===== src/rtl/approx_err_monitor.sv =====
// Error-metric collector for approximate adders: accumulates count, error count,
// signed/absolute/squared error sums and max |error| over a programmed run of N pairs.
module approx_err_monitor #(
  parameter int SUM_W = 9,
  parameter int CNT_W = 17
) (
  input  logic                     clk,
  input  logic                     rst_n,
  input  logic                     start,
  input  logic [CNT_W-1:0]         num_samples,
  input  logic                     in_valid,
  output logic                     in_ready,
  input  logic [SUM_W-1:0]         approx_sum,
  input  logic [SUM_W-1:0]         exact_sum,
  output logic                     busy,
  output logic                     done,
  output logic [CNT_W-1:0]         sample_cnt,
  output logic [CNT_W-1:0]         err_cnt,
  output logic [SUM_W+CNT_W:0]     err_sum,
  output logic [SUM_W+CNT_W-1:0]   abs_err_sum,
  output logic [2*SUM_W+CNT_W-1:0] sq_err_sum,
  output logic [SUM_W-1:0]         max_abs_err
);

  localparam int ES_W  = SUM_W + CNT_W + 1;
  localparam int AS_W  = SUM_W + CNT_W;
  localparam int SQ_W  = 2*SUM_W + CNT_W;
  localparam int SQT_W = 2*SUM_W;

  typedef enum logic [1:0] {IDLE, RUN, DRAIN, DONE} state_t;

  state_t                  state_reg;
  logic [CNT_W-1:0]        n_lat_reg;
  logic [CNT_W-1:0]        acc_cnt_reg;
  logic                    s1_valid_reg;
  logic signed [SUM_W:0]   s1_err_reg;
  logic [SUM_W-1:0]        s1_abs_reg;

  logic                    accept;
  logic                    start_ok;
  logic signed [SUM_W:0]   diff;
  logic [SUM_W-1:0]        diff_abs;
  logic [SQT_W-1:0]        sq_term;

  assign in_ready = (state_reg == RUN) && (acc_cnt_reg < n_lat_reg);
  assign accept   = in_valid & in_ready;
  assign start_ok = (state_reg == IDLE) & start;

  assign diff     = $signed({1'b0, approx_sum}) - $signed({1'b0, exact_sum});
  assign diff_abs = (approx_sum >= exact_sum) ? (approx_sum - exact_sum)
                                              : (exact_sum - approx_sum);
  assign sq_term  = SQT_W'(s1_abs_reg) * SQT_W'(s1_abs_reg);

  always_ff @(posedge clk or negedge rst_n) begin
    if (!rst_n) begin
      state_reg   <= IDLE;
      n_lat_reg   <= '0;
      acc_cnt_reg <= '0;
      busy        <= 1'b0;
      done        <= 1'b0;
    end else begin
      case (state_reg)
        IDLE: begin
          if (start) begin
            n_lat_reg   <= num_samples;
            acc_cnt_reg <= '0;
            busy        <= 1'b1;
            state_reg   <= (num_samples == '0) ? DRAIN : RUN;
          end
        end
        RUN: begin
          if (accept) begin
            acc_cnt_reg <= acc_cnt_reg + CNT_W'(1);
            if (acc_cnt_reg == n_lat_reg - CNT_W'(1))
              state_reg <= DRAIN;
          end
        end
        DRAIN: begin
          // Wait for the last stage-1 sample to land in the accumulators.
          if (!s1_valid_reg) begin
            busy      <= 1'b0;
            done      <= 1'b1;
            state_reg <= DONE;
          end
        end
        DONE: begin
          done      <= 1'b0;
          state_reg <= IDLE;
        end
        default: state_reg <= IDLE;
      endcase
    end
  end

  always_ff @(posedge clk or negedge rst_n) begin
    if (!rst_n) begin
      s1_valid_reg <= 1'b0;
      s1_err_reg   <= '0;
      s1_abs_reg   <= '0;
      sample_cnt   <= '0;
      err_cnt      <= '0;
      err_sum      <= '0;
      abs_err_sum  <= '0;
      sq_err_sum   <= '0;
      max_abs_err  <= '0;
    end else begin
      s1_valid_reg <= accept;
      if (accept) begin
        s1_err_reg <= diff;
        s1_abs_reg <= diff_abs;
      end
      if (start_ok) begin
        sample_cnt  <= '0;
        err_cnt     <= '0;
        err_sum     <= '0;
        abs_err_sum <= '0;
        sq_err_sum  <= '0;
        max_abs_err <= '0;
      end else if (s1_valid_reg) begin
        sample_cnt  <= sample_cnt + CNT_W'(1);
        err_cnt     <= err_cnt + CNT_W'(s1_err_reg != '0);
        err_sum     <= err_sum + ES_W'(s1_err_reg);
        abs_err_sum <= abs_err_sum + AS_W'(s1_abs_reg);
        sq_err_sum  <= sq_err_sum + SQ_W'(sq_term);
        if (s1_abs_reg > max_abs_err)
          max_abs_err <= s1_abs_reg;
      end
    end
  end

endmodule

===== config.mk =====
export PLATFORM = sky130hd
export DESIGN_NAME = approx_err_monitor
export DESIGN_NICKNAME = d
export VERILOG_FILES = /design/src/rtl/approx_err_monitor.sv
export SDC_FILE = /design/constraint.sdc
export NUM_CORES = 1
export LEC_CHECK = 0
export BUFFER_PORTS_ARGS = -buffer_cell sky130_fd_sc_hd__buf_2
export CAP_MARGIN = 0
export CORE_ASPECT_RATIO = 1.25
export CORE_UTILIZATION = 55
export DETAILED_ROUTE_END_ITERATION = 7
export GPL_TIMING_DRIVEN = 0
export PLACE_DENSITY = 0.76
export SETUP_SLACK_MARGIN = 0.2
export SYNTH_ARGS = -nofsm -noshare
export SYNTH_HDL_FRONTEND = slang
export SYNTH_SLANG_ARGS = --single-unit

===== constraint.sdc =====
create_clock -name clk -period 14.7 [get_ports clk]
set_input_delay 1.47 -clock clk [delete_from_list [all_inputs] [get_ports clk]]
set_output_delay 1.47 -clock clk [all_outputs]
set_load 0.02 [all_outputs]

==> impl_metrics.yaml, run 1 <==
outcome:
  status: "complete, no violations"
timing:
  finalSetupTns_ns: 0
  setup_ws_ns: 8.165
  grt_setup_unrepaired: "false"
  fmax_mhz: 153.0
  worstMarginPinSlew_ns: 0.9720
  setup_viol: 0
  finalCritPeriodShare: 0.4445
  post-route-min-period_ns: 6.535
  relSlewSlack: 0.3520
  drv_slew: 0
  final_hold_viol_count: 0
  finalClockSkew_ns: 0.01339
clock_tree:
  cts_buffers: 17
  clk_transition_reported_paths_ns: 0.08
  clkLatencyLatePin_ns: 0.45
  clock-sinks: 188
  cts_hold_buf: 0
  clockBufferDepth: 2
  root_buffer: "clkbuf_16"
  cts_tree: "done"
  cts.repair.resized: 0
  cts_max_level: 4
  postCtsSetupBuffers: 0
routing:
  wl_per_cell_um: 17.60
  drt_iter0_drc: 674
  wirelength_um: 38880
  first_pass_iters: 6
  drc: 0
  avgViaCountPerCell: 5.843
  via_count: 12910
  postRouteAntennaNets: 0
finish:
  top_regs: "sq_err_sum x35, err_sum x27, abs_err_sum x26"
  final_nets: 2077
  area_growth_pct: 12.65
  fin_util: 0.6331
  fin_cells: 2209
  largest-register: "sq_err_sum"
  antenna_cells: 0
  final_area_mm2: 0.01657
  fillers: 2237
  largest_register_ffs: 35
  layout-drive-gt1-share: 0.1225
synthesis:
  syn-num-nets: 1885
  seq_area_frac_synth: 0.3198
  synth.distinct_cells: 78
  synthArstFlopShare: 1.000
  synth_edf_count: 0
  yosys.area.top_type_share: 0.3198
  synth_area_leaders: "dfrtp_1 32%, ha_1 11%, fa_1 6.7%"
  ys_seq_elements: 188
  syn_area_mm2: 0.01471
  yosys_warnings: 0
  synth_common_cells: "188 x dfrtp_1, 187 x inv_1, 167 x nor2_1"
  syn_inst: 1665
  yosys.area.top_type: "dfrtp_1"
  yosys.cell_count.top_type: "dfrtp_1"
  synthFlopType: "dfrtp_1"
  avgSynthCellArea_um2: 8.837
placement:
  place.gp.congestion: 0.8968
  place_ws_ns: 8.230
  dp_hpwl_um: 29620
  placedInstanceArea_mm2: 0.01604
  portBuffers: 172
  dp_cells: 2178
power_and_ir_drop:
  p_leak_nw: 8.517
  peakVddDrop_v: 0.0002020
  power_density_mw_per_mm2: 247.8
worst_setup_path:
  path_depth: 23
  cp_common_cell: "inv_1"
  required_ns: 15.04
  crit_path_end: "sq_err_sum[18]"
  path_cells: "clkbuf_1 > clkinv_1 > nor2_1 > inv_1 > fa_1 > inv_1 > fa_1 > inv_1 > fa_1 > inv_1 > fa_1 > inv_1 > fa_1 > inv_1 > ha_1 > nand2_1 > nor2_1 > a221o_1 > a221oi_1 > nand2_1 > a2111o_1 > o21ai_1 > nor2_1"
  crit_type: "reg -> reg"
  arrival_ns: 6.87
  rrSetupSlack_ns: 8.17
  crit_family: "adder cells"
  path_buf_inv: 8
  reg2reg_to: "sq_err_sum[18]"
  cp-start-kind: "flip-flop"
  path_max_fanout: 9
  critPathSlowestCell: "fa_1"
  end_kind: "flip-flop"
  crit_start: "s1_abs_reg[6]"
  worstRegToRegCells: 23
  cpPeakStageDelay_ns: 0.61
  r2r-start: "s1_abs_reg[6]"
global_route:
  antenna_found_initial: 0
  grt.overflow.total: 0
  grt_max_degree: 108
  grt_pass1_vias: 12680
  grt_pass1_wl_um: 63330
  gr-usage-all-layers: 0.2938
floorplanning:
  dieArea_mm2: 0.02741
  start_util: 0.5620
  io_pins: 173
  core_mm2: 0.02618
  rows: 66
  fp.dieW_um: 148.3
  die_h_um: 184.9
min_path:
  hp-class: "reg -> reg"
job:
  drv_cap: 0
[how the worst min path moves through the flow]
stage          cells past startpoint  slack, ns              to            from
5_1_grt                            1       0.56  max_abs_err[1]  max_abs_err[1]
3_3_place_gp                       2       0.51  max_abs_err[8]  max_abs_err[8]
3_5_place_dp                       1       0.51  max_abs_err[4]  max_abs_err[4]
4_1_cts                            1       0.52  max_abs_err[4]  max_abs_err[4]
6_report                           1       0.52  max_abs_err[4]  max_abs_err[4]
2_1_floorplan                      2       0.47   s1_err_reg[6]   s1_err_reg[6]
[routing by layer]
metal / vias to the layer above / part of all wire / global-route usage
met3: 91 / 0.049 / 0.04187
met2: 386 / 0.49 / 0.5055
met1: 6317 / 0.42 / 0.3660
met4: 0 / 0.039 / 0.1287
met5: - / 0 / 0
li1: 6113 / - / -
[power breakdown]
part	switching [mW]	leakage, nW	internal [mW]
Clock	0.227	0.263	0.220
Sequential	0.166	2.50	0.652
Combinational	1.71	5.75	1.13
[cells in the final DEF, fill, tap and decap left out, drive strengths merged, types with 55 or more instances in the layout]
cell,Yosys,final
dfrtp,188,188
o21ai,97,97
nand2,123,123
a21oi,79,79
nor2,167,167
nand3,55,55
ha,132,132
xor2,60,60
xnor2,59,59
inv,189,195
clkbuf,47,65
buf,7,180
[metrics by stage]
| step | power (mW) | hold WS [ns] |
|---|---|---|
| floorplan | 2.981 | 0.4736 |
| global placement | 3.555 | 0.5069 |
| detailed placement | 3.635 | 0.5069 |
| CTS | 4.108 | 0.5244 |
| global route | 4.529 | 0.5617 |
| finish | 4.107 | 0.5184 |
[worst reg2reg max path, delay by kind of cell, from the launching register on]
kind,cells,cell delay [ns]
AO/OA/AOI/OAI,4,1.24
AND/OR/NAND/NOR,5,0.64
adder cells (fa/ha/maj),6,2.95
flip-flops,1,0.45
buffers and inverters,8,1.18
[cell type report]
class	instances	area (um2)	share of cell area
multi-input cells	1232	9077	0.5477
well taps	340	425.4	0.02567
clock buffers	18	429.2	0.02589
repair buffers	173	898.4	0.05421
plain buffers	54	214.0	0.01291
flip-flops and latches	188	4705	0.2839
inverters	191	716.9	0.04326
clock inverters	13	107.6	0.006493
[cells by family after synthesis]
group,after synthesis,synth area share
xor+xnor,119,0.07084
compound gates,336,0.1503
mux,56,0.03844
fa+ha+maj,181,0.1789
flops,188,0.3198
buf+inv,245,0.06327
simple gates,540,0.1785
No activity file was read; power rests on OpenSTA's default activity.
==> inputs of run 2 (changes only) <==
==> constraint.sdc (replaced) <==
create_clock -name clk -period 6.8 [get_ports clk]
set_input_delay 0.68 -clock clk [delete_from_list [all_inputs] [get_ports clk]]
set_output_delay 0.68 -clock clk [all_outputs]
set_load 0.02 [all_outputs]
==> impl_metrics.yaml, run 2 (synthesized netlist as in run 1, its figures left out) <==
outcome:
  status: "complete, no violations"
finish:
  area_growth_pct: 12.68
  final_nets: 2077
  top_regs: "sq_err_sum x35, err_sum x27, abs_err_sum x26"
  antenna_cells: 0
  layout_commonest_cell: "dfrtp_1"
  layout-drive-gt1-share: 0.1236
  final_cell_mix: "188 x dfrtp_1, 187 x inv_1, 172 x buf_2"
  ff_latch_area_mm2: 0.004705
  fillers: 2237
  largest-register: "sq_err_sum"
  largest_register_ffs: 35
  fin_cells: 2209
  multiInputGateArea_mm2: 0.009077
  fin_util: 0.6333
timing:
  setup_viol: 0
  final_hold_viol_count: 0
  post-route-min-period_ns: 6.215
  finalCritPeriodShare: 0.9140
  grt_setup_unrepaired: "false"
  fmax_mhz: 160.9
  finalClockSkew_ns: 0.01452
  setup_ws_ns: 0.5849
  finalSetupTns_ns: 0
  worstMarginPinSlew_ns: 0.9610
  relSlewSlack: 0.3593
  drv_slew: 0
power_and_ir_drop:
  p_clk_frac: 0.109
  intPower_mw: 4.340
  combPwrFrac: 0.692
  power_density_mw_per_mm2: 535.4
  peakVddDrop_v: 0.0004365
  swShare: 0.5110
  netSwitchingPower_mw: 4.535
  sequentialPowerShare: 0.199
  p_leak_nw: 8.520
routing:
  avgViaCountPerCell: 5.811
  drc: 0
  drt_iter0_drc: 662
  wl_per_cell_um: 17.60
  wirelength_um: 38890
  via_count: 12840
  postRouteAntennaNets: 0
  first_pass_iters: 5
worst_setup_path:
  cpPeakStageDelay_ns: 0.60
  r2r-start: "s1_abs_reg[6]"
  required_ns: 7.13
  path_buf_inv: 8
  path_cells: "clkbuf_2 > clkinvlp_4 > nor2_1 > inv_1 > fa_1 > inv_1 > fa_1 > inv_1 > fa_1 > inv_1 > fa_1 > inv_1 > fa_1 > inv_1 > ha_1 > nand2_1 > nor2_1 > a221o_1 > a221oi_1 > nand2_1 > a2111o_1 > o21ai_1 > nor2_1"
  cp-start-kind: "flip-flop"
  end_kind: "flip-flop"
  arrival_ns: 6.55
  crit_family: "adder cells"
  crit_start: "s1_abs_reg[6]"
  worstRegToRegCells: 23
  path_max_fanout: 9
  cp_common_cell: "inv_1"
  crit_type: "reg -> reg"
  path_depth: 23
  critPathSlowestCell: "fa_1"
placement:
  place_ws_ns: 0.3297
  dp_hpwl_um: 29620
  dp_cells: 2178
  place.gp.congestion: 0.8968
  portBuffers: 172
global_route:
  gr-usage-all-layers: 0.2938
  antenna_found_initial: 0
  grt.overflow.total: 0
  grt_pass1_vias: 12680
  grt_pass1_wl_um: 63330
  grt_max_degree: 108
clock_tree:
  cts_hold_buf: 0
  cts_tree: "done"
  root_buffer: "clkbuf_16"
  clkLatencyLatePin_ns: 0.45
  cts_max_level: 4
  clockBufferDepth: 2
  clock-sinks: 188
  clk_transition_reported_paths_ns: 0.08
  cts_buffers: 17
floorplanning:
  io_pins: 173
  rows: 66
  core_mm2: 0.02618
  start_util: 0.5620
  fp.dieW_um: 148.3
  die_h_um: 184.9
  dieArea_mm2: 0.02741
min_path:
  hp-class: "in -> async"
job:
  drv_cap: 0
## run 2: metal layers
| layer | up-vias | routed length, um | global-route usage |
|---|---|---|---|
| met5 | - | 0 | 0 |
| met4 | 0 | 1515 | 0.1287 |
| met3 | 92 | 1843 | 0.04187 |
| met2 | 350 | 19040 | 0.5055 |
| met1 | 6279 | 16490 | 0.3660 |
| li1 | 6115 | - | - |
## run 2: power groups by stage
stage / Clock [mW] / Combinational, mW / Sequential (mW)
final: 0.965 / 6.14 / 1.77
after floorplan: 0 / 4.58 / 1.87
after global placement: 0 / 5.92 / 1.77
after detailed placement: 0 / 6.08 / 1.78
after CTS: 0.974 / 6.15 / 1.76
after global routing: 1.02 / 6.97 / 1.80
## run 2: cell type report
type,instances,area share
Buffer,54,0.01298
Clock buffer,18,0.02589
Clock inverter,13,0.006491
Inverter,191,0.04347
Multi-Input combinational cell,1232,0.5475
Sequential cell,188,0.2838
Tap cell,340,0.02566
Timing Repair Buffer,173,0.05419
## run 2: path summary, 6_finish.rpt
check	end	slack (ns)
hold / removal	sq_err_sum[6]	0.22
min in group clk	n_lat_reg[4]	0.45
setup reg to reg	sq_err_sum[18]	0.58
setup / recovery	sq_err_sum[18]	0.58
hold reg to reg	max_abs_err[4]	0.52
max in group asynchronous	err_sum[24]	5.59
## run 2: what timing repair did
action | in CTS | in global routing
hold endpoints to repair | 0 | 0
endpoints found under the setup margin | 0 | 17
buffers inserted | 0 | 0
gates resized for setup | 0 | 3
## run 2: per-stage QoR
step                total power [mW]  instance area [um2]  hold WS (ns)
floorplan                      6.444                14710        0.3844
global placement               7.686                16000        0.5069
CTS                            8.881                16570        0.2334
detailed placement             7.859                16040        0.5069
finish                         8.875                16580        0.2153
global route                   9.794                16580        0.2560
